<file path="src/rtl/prog_loader.sv">
// Boot-time program loader: receives a length-prefixed, XOR-checksummed byte
// stream, writes the payload into memory starting at LOAD_BASE, and releases
// the cpu reset only once the whole image has arrived with a good checksum.
//
// Handshake: a byte is taken on a rising CLK edge where BYTE_VALID and
// BYTE_READY are both 1; BYTE_IN is ignored on every other edge.
module prog_loader #(
    parameter logic [15:0] LOAD_BASE = 16'h0000,
    parameter logic [15:0] MAX_LEN   = 16'h0400
) (
    input  logic        CLK,
    input  logic        R,
    input  logic [7:0]  BYTE_IN,
    input  logic        BYTE_VALID,
    output logic        BYTE_READY,
    output logic [15:0] MEM_ADDR,
    output logic [7:0]  MEM_DATA,
    output logic        MEM_WE,
    output logic        CPU_R,
    output logic        DONE,
    output logic        ERR,
    output logic [2:0]  state_dbg
);

    localparam logic [2:0] st_len_lo  = 3'd0;
    localparam logic [2:0] st_len_hi  = 3'd1;
    localparam logic [2:0] st_payload = 3'd2;
    localparam logic [2:0] st_write   = 3'd3;
    localparam logic [2:0] st_check   = 3'd4;
    localparam logic [2:0] st_done    = 3'd5;
    localparam logic [2:0] st_error   = 3'd6;

    logic [2:0]  state;
    logic [7:0]  len_lo;
    logic [15:0] len;
    logic [15:0] index;
    logic [7:0]  csum;
    logic [15:0] addr_q;
    logic [7:0]  data_q;
    logic        ready_st;
    logic        accept;
    logic [15:0] len_full;
    logic [15:0] index_nxt;

    // Decode which states take a byte; R gates it so ready stays low in reset
    // and rises as soon as reset is released.
    always_comb begin
        ready_st = 1'b0;
        case (state)
            st_len_lo, st_len_hi, st_payload, st_check: ready_st = 1'b1;
            default:                                    ready_st = 1'b0;
        endcase
    end

    assign BYTE_READY = ready_st & ~R;
    assign accept     = BYTE_VALID & BYTE_READY;
    assign len_full   = {BYTE_IN, len_lo};
    assign index_nxt  = index + 16'd1;

    // Address/data are registers loaded on entry to st_write, so they hold
    // their last values in every other state.
    assign MEM_ADDR   = addr_q;
    assign MEM_DATA   = data_q;
    assign MEM_WE     = (state == st_write);
    assign CPU_R      = (state != st_done);
    assign DONE       = (state == st_done);
    assign ERR        = (state == st_error);
    assign state_dbg  = state;

    // Loader state machine with length, index, checksum and write registers.
    always_ff @(posedge CLK or posedge R) begin
        if (R) begin
            state  <= st_len_lo;
            len_lo <= 8'h00;
            len    <= 16'h0000;
            index  <= 16'h0000;
            csum   <= 8'h00;
            addr_q <= 16'h0000;
            data_q <= 8'h00;
        end else begin
            case (state)
                st_len_lo: begin
                    if (accept) begin
                        len_lo <= BYTE_IN;
                        state  <= st_len_hi;
                    end
                end
                st_len_hi: begin
                    if (accept) begin
                        len <= len_full;
                        if (len_full > MAX_LEN) begin
                            state <= st_error;
                        end else if (len_full == 16'h0000) begin
                            state <= st_check;
                        end else begin
                            state <= st_payload;
                        end
                    end
                end
                st_payload: begin
                    if (accept) begin
                        data_q <= BYTE_IN;
                        addr_q <= LOAD_BASE + index;
                        csum   <= csum ^ BYTE_IN;
                        state  <= st_write;
                    end
                end
                st_write: begin
                    index <= index_nxt;
                    if (index_nxt == len) begin
                        state <= st_check;
                    end else begin
                        state <= st_payload;
                    end
                end
                st_check: begin
                    if (accept) begin
                        if (BYTE_IN == csum) begin
                            state <= st_done;
                        end else begin
                            state <= st_error;
                        end
                    end
                end
                st_done:  state <= st_done;
                st_error: state <= st_error;
                default:  state <= st_error;
            endcase
        end
    end

endmodule
</file>
<file path="config.mk">
export PLATFORM = sky130hd
export DESIGN_NAME = prog_loader
export DESIGN_NICKNAME = d
export VERILOG_FILES = /design/src/rtl/prog_loader.sv
export SDC_FILE = /design/constraint.sdc
export NUM_CORES = 1
export LEC_CHECK = 0
export BUFFER_PORTS_ARGS = -buffer_cell sky130_fd_sc_hd__buf_2
export CORE_MARGIN = 1
export CORE_UTILIZATION = 45
export DETAILED_ROUTE_END_ITERATION = 7
export REMOVE_ABC_BUFFERS = 1
export SYNTH_ARGS = -nofsm -noshare
export SYNTH_HDL_FRONTEND = slang
export SYNTH_SLANG_ARGS = --single-unit
</file>
<file path="constraint.sdc">
create_clock -name CLK -period 3 [get_ports CLK]
set_input_delay 0.6 -clock CLK [delete_from_list [all_inputs] [get_ports CLK]]
set_output_delay 0.6 -clock CLK [all_outputs]
set_load 0.01 [all_outputs]
</file>
======== Yosys cells after proc, flatten, opt, wreduce, memory -nomap -nowiden ========
Index checks and enable logic that the tools add are counted.
word-level totals
  register bits after elaboration ......... 75
  latch bits .............................. 0
  memory bits (writable) .................. 0
  memory bits (read-only) ................. 0
  bits of input ports ..................... 11
  logic and storage cells ................. 43
  memories ................................ 0
cells by class
  add/subtract/negate cells ............... 1
  multipliers ............................. 0
  div/mod/pow operators ................... 0
  order comparisons ....................... 1
  eq/ne operators ......................... 13
  shifts and indexed selects .............. 0
  muxes and demuxes ....................... 10
  bitwise logic cells ..................... 4
  reduce and logical (&&, ||, !) cells .... 7
operator list
  cell                   count
  $mux 3                 7
  $pmux 3 s6             1
  $add 16x1->16 const B  1
  $eq 16x16->1           1
  $gt 16x11->1 const B   1
  $logic_not 16->1       1
  $eq 3x3->1 const B     3
  $eq 8x8->1             1
  $ne 2x2->1 const B     4
  $xor 8x8->8            1
  $eq 3x2->1 const B     2
  $reduce_and 2->1       3
  $reduce_and 4->1       1
  $reduce_or 4->1        1
  $eq 3x1->1 const B     1
  $logic_not 3->1        1
  $ne 3x3->1 const B     1
  $and 1x1->1            2
  $mux 2                 1
  $mux 1                 1
  $not 1->1              1

======== Depth between registers and ports, before layout ========
Gate-level depths: netlist of run 1.
  word-level depth ........................ 7
  gate-level depth with buffers ........... 8
  gate-level depth less buffers ........... 7

======== Least setup slack after synthesis of run 1 ========
Ideal clock, no wire load.
  kind .................................... input to register
  from .................................... in R
  to ...................................... reg csum[0]
  setup time .............................. 123 ps
  arrival ................................. 3605 ps
  slack ................................... -727 ps
  stages on the path ...................... 8
  cell sequence ........................... inv_1 > nand2_1 > nor2_1 > and2_0 > clkbuf_1 > clkbuf_1 > nand2_1 > xnor2_1
between the ends
  word-level cells in the longest chain between the ends .. 4
ends and longest elaborated chain
  element                     line  RTL
  from (decl)                 12    input logic R,
  $not 1->1                   55    assign BYTE_READY = ready_st & ~R;
  $and 1x1->1                 55
  $and 1x1->1                 56    assign accept = BYTE_VALID & BYTE_READY;
  $reduce_and 2->1 (no line)  --
  to (signal assigned)        104   csum <= csum ^ BYTE_IN;
  to (decl)                   37    logic [7:0] csum;
No other way between the ends.
A chain may end at the register's enable or synchronous reset.

======== Worst setup path in the final report of run 1 ========
  from .................................... reg index[0]
  to ...................................... reg state[1] (netlist: state_dbg[1])
between the ends
  word-level cells in the longest chain between the ends .. 4
ends and longest elaborated chain
  element                 line  RTL
  from (decl)             36    logic [15:0] index;
  from (signal assigned)  109   index <= index_nxt;
  $add 16x1->16           58    assign index_nxt = index + 16'd1;
  $eq 16x16->1            110   if (index_nxt == len) begin
  $mux 3                  110
  $pmux 3 s6              81    case (state)
  to (signal assigned)    85    state <= st_len_hi;
  to (signal assigned)    111   state <= st_check;
  to (signal assigned)    113   state <= st_payload;
  to (decl)               33    logic [2:0] state;
No other way between the ends.

==> results.py, run 1 <==
metrics = {
    "place": {
        "place.gp.congestion": 0.872,
        "numPortBuffers": 42,
        "hpwl_after_detailed_placement_um": 6080,
        "place_inst": 500,
        "pre_cts_ws_ns": 0.252,
        "placed_cell_area_mm2": 0.00401,
    },
    "clock_network": {
        "number_of_buffers_between_clock_root_and_the_deepest_sink": 2,
        "insertion_delay_ns": 0.36,
        "htreeDepth": 3,
        "post_cts_resized": 0,
        "tritoncts": "yes",
        "cts_post_setup_buffers_inserted": 0,
        "total_cts_buffers": 9,
        "cts_root_buffer": "sky130_fd_sc_hd__clkbuf_8",
        "path_clk_slew_ns": 0.08,
        "clkSinkCount": 75,
        "cts_hold_repair.buffers": 0,
    },
    "sta": {
        "finalCriticalPeriod_ns": 2.50,
        "setup_violations": 0,
        "timing_hold_violations_final": 0,
        "fin_tns_setup_ns": 0,
        "grt_setup_unrepaired": "no",
        "maxClockFrequency_ghz": 0.400,
        "report.final.slew_viol_count": 0,
        "timing.final.crit_share_pct": 83.4,
        "slew_limit_headroom_pct": 36.8,
        "final.setup.worst_slack_ns": 0.499,
        "clock_skew_ns": 0.00639,
        "timing_worst_slew_pin_value_ns": 0.948,
    },
    "critical_path": {
        "cp_top_family": "simple AND/OR/NAND/NOR gates",
        "timing.setup.critical_path_class": "reg2reg",
        "critical_path_top_delay_cell": "sky130_fd_sc_hd__or4_1",
        "largest_fanout_of_any_net_on_the_critical_path": 7,
        "timing.critical_path.to_type": "register",
        "crit_required_ns": 3.26,
        "worst_r2r_endpoint": "state_dbg[1]",
        "cp_num_buf_inv": 0,
        "cp.arrival_ns": 2.76,
        "worst-r2r-setup-slack_ns": 0.50,
        "crit_path_cell_trace": "ha_1 -> nand3_1 -> or4_1 -> o21ai_2 -> nand4_1 -> or4_1 -> o21a_1",
        "critical-path-top-cell-by-count": "sky130_fd_sc_hd__or4_1",
        "kind_of_start_point_of_the_critical_path": "register",
        "worst-r2r-cell-count": 7,
        "max_stage_delay_ns": 0.62,
        "worst-path-stages": 7,
        "r2r-start": "index[0]",
    },
    "synth": {
        "synth_top_family_by_area": "simple AND/OR/NAND/NOR gates",
        "synth_flop_cell": "sky130_fd_sc_hd__dfrtp_1",
        "synth.mux.area_fraction_pct": 7.81,
        "synth-compound-area-share_pct": 7.44,
        "synth_simple_gate_area_share_pct": 20.4,
        "synth.lib_cells_used.distinct": 60,
        "synth-adder-area-share_pct": 0.606,
        "seq_area_frac_synth_pct": 50.5,
        "ys_ff_latch": 75,
        "xor_xnor_cell_area_share_of_the_yosys_netlist_pct": 10.1,
        "ys.warnings.count": 0,
        "synthCells": 371,
        "synth_edf_count": 0,
        "synth_async_sr_flop_share_pct": 100,
        "synth_area_mm2": 0.00372,
        "syn_avg_cell_area_um2": 10.0,
    },
    "detailed_routing": {
        "detail_route.wl_per_cell_um": 16.5,
        "wirelength_met1_um": 4100,
        "wirelength_um": 8520,
        "viasPerCell": 5.32,
        "detailroute.via_count": 2738,
        "drt_drc_violations_left": 0,
        "drtAntennaViolNets": 0,
        "dr_wl_met2_um": 3890,
        "drt-pass1-iter-count": 4,
        "detailroute.wirelength.met3_um": 343,
        "initialDrtViolationCount": 153,
        "top_signal_layer_used": "met4",
    },
    "floorplan": {
        "design.die.area_mm2": 0.00863,
        "floorplan.initialDensity_pct": 47.4,
        "die_h_um": 92.9,
        "std_cell_rows": 32,
        "width_of_the_chip_um": 92.9,
        "io_pins": 43,
        "core-area_mm2": 0.00785,
    },
    "global_route": {
        "grt_start_max_net_pins": 76,
        "initial_antenna_violation_count": 0,
        "globalRouteOverflowTotal": 0,
        "grt_first_pass_wirelength_um": 13900,
        "vias_in_the_first_global_route": 2694,
        "globalRouteTotalUtil_pct": 21.6,
    },
    "layout": {
        "finish.instance_area_mm2": 0.00421,
        "area_growth_syn_to_layout_pct": 13.4,
        "final_layout_size_suffix_gt1_share_pct": 21.5,
        "antenna_cells_inserted": 0,
        "stdcell_count": 515,
        "final_nets": 421,
        "count_of_fill_cells_added_during_filler_insertion": 768,
    },
    "power": {
        "p_leak_nw": 2.15,
        "max_vdd_drop_mv": 0.246,
        "p_total_w": 0.00187,
        "power_density_mw_per_mm2": 444,
    },
    "run": {
        "drv_cap": 0,
    },
    "hold_path": {
        "worstHoldEndpoint": "MEM_DATA[1]",
        "hold-path-cell-count": 2,
        "hold_class": "reg2reg",
        "worst_hold_start": "MEM_DATA[1]",
    },
    "outcome": {
        "status": "finished, final reports clean",
    },
}
[worst register-to-register path: stages (launching register included)]
cell and delay [ns]:
sky130_fd_sc_hd__dfrtp_1 0.49, sky130_fd_sc_hd__ha_1 0.28, sky130_fd_sc_hd__nand3_1 0.23, sky130_fd_sc_hd__or4_1 0.62
sky130_fd_sc_hd__o21ai_2 0.08, sky130_fd_sc_hd__nand4_1 0.10, sky130_fd_sc_hd__or4_1 0.42, sky130_fd_sc_hd__o21a_1 0.18
[cell families after synthesis]
group / after synthesis
AO/OA/AOI/OAI: 35
XOR/XNOR: 43
adder cells (fa/ha/maj): 2
buffers and inverters: 27
flip-flops: 75
multiplexers: 26
AND/OR/NAND/NOR: 163
[report_power, final]
part           switching, W  internal (W)
Combinational     0.0000361     0.0000144
Clock              0.000380      0.000423
Sequential       0.00000395       0.00101
[synth_stat cells (3+ instances only)]
| library cell | number | share of area [%] |
|---|---|---|
| sky130_fd_sc_hd__or4_1 | 5 | 1.0 |
| sky130_fd_sc_hd__nor3_1 | 3 | 0.40 |
| sky130_fd_sc_hd__nand2b_1 | 3 | 0.51 |
| sky130_fd_sc_hd__nand4_1 | 7 | 1.2 |
| sky130_fd_sc_hd__a21oi_1 | 3 | 0.40 |
| sky130_fd_sc_hd__or3_1 | 5 | 0.84 |
| sky130_fd_sc_hd__mux2_2 | 17 | 5.2 |
| sky130_fd_sc_hd__inv_1 | 4 | 0.40 |
| sky130_fd_sc_hd__nor2b_1 | 3 | 0.51 |
| sky130_fd_sc_hd__xnor2_1 | 27 | 6.4 |
| sky130_fd_sc_hd__and3_1 | 3 | 0.51 |
| sky130_fd_sc_hd__nand3_1 | 13 | 1.8 |
| sky130_fd_sc_hd__nor2_1 | 15 | 1.5 |
| sky130_fd_sc_hd__clkbuf_1 | 19 | 1.9 |
| sky130_fd_sc_hd__o21ai_0 | 4 | 0.54 |
| sky130_fd_sc_hd__xor2_1 | 16 | 3.8 |
| sky130_fd_sc_hd__dfrtp_1 | 75 | 51 |
| sky130_fd_sc_hd__nor4_1 | 4 | 0.67 |
| sky130_fd_sc_hd__mux2_1 | 7 | 2.1 |
| sky130_fd_sc_hd__nand2_1 | 91 | 9.2 |
[cells in the final DEF, fill, tap and decap left out, drive strengths merged, types with 5 or more instances in the layout]
| master | instances |
|---|---|
| nand2 | 91 |
| dfrtp | 75 |
| buf | 49 |
| xnor2 | 27 |
| mux2 | 24 |
| xor2 | 16 |
| nor2 | 15 |
| nand3 | 13 |
| clkbuf | 11 |
| nand4 | 7 |
| o21ai | 6 |
| or3 | 5 |
| or4 | 5 |
| nor4 | 5 |
| inv | 5 |
[registers in the layout, indices dropped and copies added (netlist names)]
| signal | cells |
|---|---|
| len_lo | 8 |
| len | 16 |
| MEM_DATA | 8 |
| csum | 8 |
| MEM_ADDR | 16 |
| index | 16 |
| state_dbg | 3 |
[how the worst max path moves through the flow]
stage	start	endpoint	slack (ns)
detailed placement	BYTE_IN[4]	state_dbg[1]	0.25
global route	index[0]	state_dbg[1]	0.36
finish	index[0]	state_dbg[1]	0.50
global placement	BYTE_IN[4]	state_dbg[1]	0.28
CTS	index[0]	state_dbg[1]	0.51
floorplan	R	csum[0]	-0.88
[cell type report]
type | count | area (µm²) | share of cell area [%]
sequential | 75 | 1880 | 44.6
multi-input combinational | 269 | 1730 | 41.0
timing repair buffer | 49 | 263 | 6.24
clock buffer | 11 | 151 | 3.59
tap | 102 | 128 | 3.03
clock inverter | 4 | 50.0 | 1.19
inverter | 5 | 18.8 | 0.446
[metal layers]
metal | vias to the layer above | track usage, %
met2 | 64 | 32.8
met3 | 14 | 3.94
met4 | 0 | 10.0
li1 | 1353 | -
met1 | 1307 | 29.9
met5 | - | 0
[stage by stage]
step	util, %	hold slack, ns
floorplan	-	0.464
global placement	51.1	0.452
detailed placement	51.1	0.458
CTS	53.7	0.477
global route	53.7	0.498
finish	53.7	0.471
Power figures use the tool's default switching activity.
==> inputs of run 2 (changes only) <==
--- a/config.mk
+++ b/config.mk
@@ -5,10 +5,12 @@
 export SDC_FILE = /design/constraint.sdc
 export NUM_CORES = 1
 export LEC_CHECK = 0
+export ABC_AREA = 1
 export BUFFER_PORTS_ARGS = -buffer_cell sky130_fd_sc_hd__buf_2
 export CORE_MARGIN = 1
 export CORE_UTILIZATION = 45
 export DETAILED_ROUTE_END_ITERATION = 7
+export PLACE_DENSITY = 0.66
 export REMOVE_ABC_BUFFERS = 1
 export SYNTH_ARGS = -nofsm -noshare
 export SYNTH_HDL_FRONTEND = slang
==> constraint.sdc (replaced) <==
create_clock -name CLK -period 2.2 [get_ports CLK]
set_input_delay 0.44 -clock CLK [delete_from_list [all_inputs] [get_ports CLK]]
set_output_delay 0.44 -clock CLK [all_outputs]
set_load 0.01 [all_outputs]
==> run 2 against run 1 <==
Compared with the run above:
- cell count increased by 22%
- critical endpoint unchanged
- area after synthesis is 3.4% higher
- synthesized cell count rose by 29%
- register-to-register slack got worse by 0.38 ns
==> results.py, run 2 <==
metrics = {
    "outcome": {
        "status": "finished, final reports clean",
    },
    "detailed_routing": {
        "wirelength_um": 8430,
        "initialDrtViolationCount": 238,
        "detailroute.via_count": 3177,
        "wirelength_met1_um": 3980,
        "drt-pass1-iter-count": 5,
        "detailroute.wirelength.met3_um": 345,
        "drt_drc_violations_left": 0,
        "viasPerCell": 5.04,
        "detail_route.wl_per_cell_um": 13.4,
        "dr_wl_met2_um": 3960,
        "drtAntennaViolNets": 0,
        "top_signal_layer_used": "met4",
    },
    "floorplan": {
        "io_pins": 43,
        "std_cell_rows": 33,
        "floorplan.initialDensity_pct": 46.5,
        "width_of_the_chip_um": 94.4,
        "design.die.area_mm2": 0.00892,
        "core-area_mm2": 0.00826,
        "die_h_um": 94.4,
    },
    "critical_path": {
        "critical-path-top-cell-by-count": "sky130_fd_sc_hd__nand2_1",
        "crit_path_cell_trace": "ha_1 -> nand2_1 -> nor2_4 -> nand2_1 -> nand2_1 -> nand3_1 -> nand2_1 -> nor2_1 -> nand3_1 -> nor2_2 -> nand2_1 -> nand2_1 -> nand2_1 -> nand2_1 -> nand2_1",
        "timing.critical_path.to_type": "register",
        "max_stage_delay_ns": 0.45,
        "critPathCapture": "state_dbg[1]",
        "r2r-start": "index[0]",
        "worst_r2r_endpoint": "state_dbg[1]",
        "cp_top_family": "simple AND/OR/NAND/NOR gates",
        "crit_required_ns": 2.44,
        "worst-path-stages": 15,
        "worstSetupStartpoint": "index[0]",
        "worst-r2r-cell-count": 15,
        "timing.setup.critical_path_class": "reg2reg",
        "cp_num_buf_inv": 0,
        "kind_of_start_point_of_the_critical_path": "register",
        "critical_path_top_delay_cell": "sky130_fd_sc_hd__dfrtp_2",
        "largest_fanout_of_any_net_on_the_critical_path": 6,
        "cp.arrival_ns": 2.32,
        "worst-r2r-setup-slack_ns": 0.12,
    },
    "synth": {
        "synth_flop_cell": "sky130_fd_sc_hd__dfrtp_1",
        "netlist_top_cells_count": "170 x sky130_fd_sc_hd__nand2_1, 75 x sky130_fd_sc_hd__dfrtp_1, 46 x sky130_fd_sc_hd__inv_1",
        "syn_avg_cell_area_um2": 8.02,
        "ys_ff_latch": 75,
        "synth_top_cell_by_area": "sky130_fd_sc_hd__dfrtp_1",
        "seq_area_frac_synth_pct": 48.8,
        "synthCells": 479,
        "synth_area_mm2": 0.00384,
        "synth_async_sr_flop_share_pct": 100,
        "synth_edf_count": 0,
        "synth.lib_cells_used.distinct": 31,
        "ys.warnings.count": 0,
        "netlist_top_cells_area": "sky130_fd_sc_hd__dfrtp_1 49%, sky130_fd_sc_hd__nand2_1 17%, sky130_fd_sc_hd__inv_1 4.5%, sky130_fd_sc_hd__nand3_1 4.2%, sky130_fd_sc_hd__o21ai_0 3.5%",
        "synth_most_common_cell": "sky130_fd_sc_hd__nand2_1",
        "synth_top_area_share_pct": 48.8,
    },
    "global_route": {
        "vias_in_the_first_global_route": 2961,
        "initial_antenna_violation_count": 0,
        "globalRouteOverflowTotal": 0,
        "grt_start_max_net_pins": 76,
        "globalRouteTotalUtil_pct": 20.6,
        "grt_first_pass_wirelength_um": 13900,
    },
    "sta": {
        "timing_hold_violations_final": 0,
        "timing.final.crit_share_pct": 94.4,
        "report.final.slew_viol_count": 0,
        "fin_worst_hold_slack_ns": 0.230,
        "finalCriticalPeriod_ns": 2.08,
        "maxClockFrequency_ghz": 0.481,
        "grt_setup_unrepaired": "yes",
        "timing_worst_slew_pin_value_ns": 0.578,
        "clock_skew_ns": 0.00596,
        "slew_limit_headroom_pct": 61.4,
        "setup_violations": 0,
    },
    "layout": {
        "finish.instance_area_mm2": 0.00434,
        "count_of_fill_cells_added_during_filler_insertion": 815,
        "final_layout_size_suffix_gt1_share_pct": 18.7,
        "mostFrequentLayoutCell": "sky130_fd_sc_hd__nand2_1",
        "area_growth_syn_to_layout_pct": 13.0,
        "most-common-layout-cells": "170 x sky130_fd_sc_hd__nand2_1, 74 x sky130_fd_sc_hd__dfrtp_1, 45 x sky130_fd_sc_hd__inv_1, 42 x sky130_fd_sc_hd__buf_2, 32 x sky130_fd_sc_hd__nand3_1",
        "antenna_cells_inserted": 0,
        "final_nets": 536,
    },
    "clock_network": {
        "cts_root_buffer": "sky130_fd_sc_hd__clkbuf_8",
        "post_cts_resized": 0,
        "number_of_buffers_between_clock_root_and_the_deepest_sink": 2,
        "cts_hold_repair.buffers": 0,
        "cts_post_setup_buffers_inserted": 0,
        "total_cts_buffers": 9,
        "clkSinkCount": 75,
        "insertion_delay_ns": 0.34,
        "tritoncts": "yes",
        "path_clk_slew_ns": 0.07,
        "htreeDepth": 3,
    },
    "power": {
        "max_vdd_drop_mv": 0.390,
        "p_total_w": 0.00236,
        "switching_share_pct": 22.1,
        "power.clock.fraction_pct": 38.8,
        "power_density_mw_per_mm2": 545,
        "power.switching_w": 0.000522,
        "comb_power_share_pct": 2.9,
        "p_leak_nw": 2.14,
        "internal_power_summed_over_all_cells_w": 0.00184,
        "pwr-share-seq_pct": 58.3,
    },
    "place": {
        "numPortBuffers": 42,
        "hpwl_after_detailed_placement_um": 5840,
        "placed_cell_area_mm2": 0.00417,
        "place.gp.congestion": 0.857,
    },
    "hold_path": {
        "hold_class": "in2async",
    },
    "run": {
        "drv_cap": 0,
    },
}
## run 2: cell types whose count changed after synthesis, moves of 9 or more
cell                       change
sky130_fd_sc_hd__nand2_1      +79
sky130_fd_sc_hd__clkbuf_1     -16
sky130_fd_sc_hd__o21ai_1      +21
sky130_fd_sc_hd__xor2_1       -10
sky130_fd_sc_hd__inv_1        +42
sky130_fd_sc_hd__mux2_2       -17
sky130_fd_sc_hd__xnor2_1      -19
sky130_fd_sc_hd__o21ai_0      +23
sky130_fd_sc_hd__o21ai_2       +9
sky130_fd_sc_hd__nand3_1      +19
## run 2: logic make-up (layout without fill, tap and decap cells)
| logic type | after synthesis | in the layout | share of synthesized area, % |
|---|---|---|---|
| adders and majority gates | 1 | 1 | 0.325 |
| xor gates and xnor gates | 17 | 17 | 4.98 |
| DFF | 75 | 75 | 48.8 |
| and+or+nand+nor | 252 | 252 | 28.1 |
| buffers and inverters | 67 | 113 | 7.26 |
| muxes | 3 | 3 | 0.879 |
| AOI/OAI and AO/OA | 64 | 64 | 9.60 |
## run 2: worst min path at each step
stage	startpoint	endpoint	slack, ns	depth (start not counted)
floorplan	len_lo[2]	len[2]	0.45	2
global placement	MEM_ADDR[12]	MEM_ADDR[12]	0.45	2
detailed placement	MEM_DATA[7]	MEM_DATA[7]	0.45	2
CTS	R	csum[6]	0.27	3
global route	R	MEM_DATA[0]	0.27	3
finish	R	MEM_DATA[1]	0.23	3
## run 2: layer usage
| layer | track usage [%] | vias to the layer above |
|---|---|---|
| met4 | 9.36 | 0 |
| met2 | 33.8 | 85 |
| li1 | - | 1609 |
| met3 | 2.90 | 11 |
| met5 | 0 | - |
| met1 | 26.9 | 1472 |
## run 2: cell type report
cell class              instances  area, µm²  area share, %
multi-input cells             337       1700           39.1
repair buffers                 47        273           6.28
inverters                      54        208           4.78
well taps                     105        131           3.03
flip-flops and latches         75       1880           43.2
clock buffers                  12        155           3.57
## run 2: power groups by stage
stage	Sequential [W]	Combinational [W]	Clock, W
2_1_floorplan	0.00140	0.0000330	0
5_1_grt	0.00138	0.0000776	0.000987
6_report	0.00138	0.0000685	0.000918
3_3_place_gp	0.00140	0.0000703	0
3_5_place_dp	0.00140	0.0000719	0
4_1_cts	0.00138	0.0000721	0.000937
## run 2: metrics by stage
stage	std cells	TNS, ns	util [%]	worst slack, ns
2_1_floorplan	466	-77.41	-	-1.53
3_3_place_gp	618	0	50.5	0.0625
3_5_place_dp	618	0	50.5	0.0209
4_1_cts	630	0	52.4	0.00916
5_1_grt	630	-0.0452	52.6	-0.0452
6_report	630	0	52.6	0.123
## run 2: tightest hold or removal path, cell delays in order
cell and delay (ns):
sky130_fd_sc_hd__buf_2 0.10, sky130_fd_sc_hd__inv_2 0.10, sky130_fd_sc_hd__buf_12 0.34
==> inputs of run 3 (changes only) <==
--- a/config.mk
+++ b/config.mk
@@ -6,7 +6,7 @@
 export NUM_CORES = 1
 export LEC_CHECK = 0
 export ABC_AREA = 1
-export BUFFER_PORTS_ARGS = -buffer_cell sky130_fd_sc_hd__buf_2
+export BUFFER_PORTS_ARGS = -buffer_cell sky130_fd_sc_hd__buf_4
 export CORE_MARGIN = 1
 export CORE_UTILIZATION = 45
 export DETAILED_ROUTE_END_ITERATION = 7
==> run 3 against run 2 <==
Compared with the run above:
- die area unchanged
- critical path depth down 6
- design area is 4.9% higher
- register-to-register slack gained 0.08 ns
- non-clock buffer count grew 1
- maximum frequency grew 2.8%
- worst hold slack improved by 0.042 ns
- sequential power about the same
- count of clock-buffer cells in the layout rose by 1
- cell count rose by 0.79%
- sequential cell count stayed put
- total power rose by 14%
- largest power group unchanged
==> results.py, run 3 (synthesized netlist as in run 2, its figures left out) <==
metrics = {
    "sta": {
        "timing.final.crit_share_pct": 91.8,
        "grt_setup_unrepaired": "yes",
        "maxClockFrequency_ghz": 0.495,
        "report.final.slew_viol_count": 0,
        "finalCriticalPeriod_ns": 2.02,
        "setup_violations": 0,
        "slew_limit_headroom_pct": 60.5,
        "fin_tns_setup_ns": 0,
        "timing_hold_violations_final": 0,
        "timing_worst_slew_pin_value_ns": 0.592,
        "clock_skew_ns": 0.00965,
    },
    "power": {
        "pwr-share-seq_pct": 50.9,
        "power.switching_w": 0.000574,
        "internal_power_summed_over_all_cells_w": 0.00213,
        "power.clock.fraction_pct": 46.5,
        "p_leak_nw": 2.19,
        "power_density_mw_per_mm2": 594,
        "switching_share_pct": 21.2,
        "comb_power_share_pct": 2.7,
        "max_vdd_drop_mv": 0.383,
    },
    "floorplan": {
        "core-area_mm2": 0.00826,
        "std_cell_rows": 33,
        "io_pins": 43,
        "width_of_the_chip_um": 94.4,
        "design.die.area_mm2": 0.00892,
        "floorplan.initialDensity_pct": 46.5,
        "die_h_um": 94.4,
    },
    "place": {
        "numPortBuffers": 42,
        "place_inst": 619,
        "hpwl_after_detailed_placement_um": 6040,
        "placed_cell_area_mm2": 0.00427,
        "place.gp.congestion": 0.842,
    },
    "detailed_routing": {
        "detailroute.via_count": 3164,
        "drt_drc_violations_left": 0,
        "wirelength_um": 8530,
        "drtAntennaViolNets": 0,
        "initialDrtViolationCount": 182,
        "viasPerCell": 4.98,
        "detail_route.wl_per_cell_um": 13.4,
        "drt-pass1-iter-count": 4,
    },
    "layout": {
        "stdcell_count": 635,
        "antenna_cells_inserted": 0,
        "area_growth_syn_to_layout_pct": 18.5,
        "most-common-layout-cells": "169 x sky130_fd_sc_hd__nand2_1, 74 x sky130_fd_sc_hd__dfrtp_1, 47 x sky130_fd_sc_hd__buf_4, 45 x sky130_fd_sc_hd__inv_1, 31 x sky130_fd_sc_hd__nand3_1",
        "finish.instance_area_mm2": 0.00455,
        "final_nets": 537,
        "final_layout_size_suffix_gt1_share_pct": 20.2,
        "mostFrequentLayoutCell": "sky130_fd_sc_hd__nand2_1",
    },
    "critical_path": {
        "kind_of_start_point_of_the_critical_path": "register",
        "timing.setup.critical_path_class": "reg2out",
        "crit_required_ns": 1.76,
        "cp.arrival_ns": 1.58,
        "timing.critical_path.to_type": "primary output",
        "worst-r2r-cell-count": 16,
        "worst-r2r-setup-slack_ns": 0.20,
        "largest_fanout_of_any_net_on_the_critical_path": 5,
    },
    "global_route": {
        "initial_antenna_violation_count": 0,
        "grt_start_max_net_pins": 54,
        "globalRouteOverflowTotal": 0,
        "grt_first_pass_wirelength_um": 13900,
        "grt_use_met3_pct": 3.95,
        "vias_in_the_first_global_route": 2907,
        "globalRouteTotalUtil_pct": 20.6,
        "top_usage_layer": "met2",
        "globalRouteMet1Util_pct": 27.6,
        "use_met2_pct": 32.2,
    },
    "clock_network": {
        "number_of_buffers_between_clock_root_and_the_deepest_sink": 2,
        "cts_post_setup_buffers_inserted": 0,
        "clkSinkCount": 75,
        "path_clk_slew_ns": 0.08,
        "tritoncts": "yes",
        "cts_root_buffer": "sky130_fd_sc_hd__clkbuf_8",
        "insertion_delay_ns": 0.35,
        "htreeDepth": 3,
        "total_cts_buffers": 9,
    },
    "hold_path": {
        "hold_class": "in2async",
    },
    "run": {
        "drv_cap": 0,
    },
    "outcome": {
        "status": "finished, final reports clean",
    },
}
## run 3: cell types whose count changed in the layout (fill, tap and decap cells not counted), moves of 2 or more
cell,change
sky130_fd_sc_hd__buf_2,-42
sky130_fd_sc_hd__buf_4,+44
sky130_fd_sc_hd__bufinv_16,+2
sky130_fd_sc_hd__nor2_2,-3
sky130_fd_sc_hd__nor2_4,+3
## run 3: final cells by class
cell class / count / area (µm²)
well taps: 105 / 131
multi-input cells: 337 / 1730
repair buffers: 48 / 373
inverters: 54 / 208
clock inverters: 3 / 68.8
flip-flops and latches: 75 / 1880
clock buffers: 13 / 169
fillers: 781 / 3700
## run 3: repair_timing
action                     4_1_cts  5_1_grt
setup endpoints to repair        0       37
resized for setup                0       14
hold buffers                     0        0
## run 3: path summary, 6_finish.rpt
| kind | start | to |
|---|---|---|
| worst max-delay path | state_dbg[0] | BYTE_READY |
| worst max register to register | index[0] | state_dbg[1] |
| max in group asynchronous | R | len[8] |
| min in group CLK | BYTE_IN[5] | MEM_DATA[5] |
| worst min-delay path | R | csum[1] |
| worst min register to register | MEM_ADDR[12] | MEM_ADDR[12] |
## run 3: power groups by stage
stage	sequential [W]	combinational, W	clock [W]
4_1_cts	0.00138	0.0000748	0.00128
5_1_grt	0.00138	0.0000823	0.00133
3_5_place_dp	0.00140	0.0000751	0
6_report	0.00138	0.0000719	0.00126
3_3_place_gp	0.00140	0.0000746	0
2_1_floorplan	0.00140	0.0000330	0
## run 3: metal layers
layer | up-vias | part of all wire (%) | routed length, µm
met5 | - | 0 | 0
met4 | 0 | 1.3 | 110
met3 | 8 | 3.9 | 332
met2 | 65 | 48 | 4060
met1 | 1476 | 47 | 4030
li1 | 1615 | - | -
## run 3: worst max-delay path, cell delays in order, from the launching register on
cell,delay [ns]
sky130_fd_sc_hd__dfrtp_1,0.45
sky130_fd_sc_hd__inv_2,0.07
sky130_fd_sc_hd__nor2_2,0.13
sky130_fd_sc_hd__inv_2,0.06
sky130_fd_sc_hd__nor2_2,0.11
sky130_fd_sc_hd__inv_2,0.08
sky130_fd_sc_hd__nand3_2,0.09
sky130_fd_sc_hd__nand2_2,0.07
sky130_fd_sc_hd__inv_1,0.06
sky130_fd_sc_hd__buf_4,0.11
## run 3: stage by stage
| step | utilization [%] | hold slack [ns] | setup slack [ns] | power, W |
|---|---|---|---|---|
| 2_1_floorplan | - | 0.455 | -1.53 | 0.00144 |
| 3_3_place_gp | 51.8 | 0.460 | 0.0553 | 0.00148 |
| 3_5_place_dp | 51.8 | 0.463 | 0.0208 | 0.00148 |
| 4_1_cts | 54.6 | 0.297 | 0.00724 | 0.00273 |
| 5_1_grt | 55.2 | 0.320 | -0.0166 | 0.00279 |
| 6_report | 55.2 | 0.272 | 0.180 | 0.00271 |
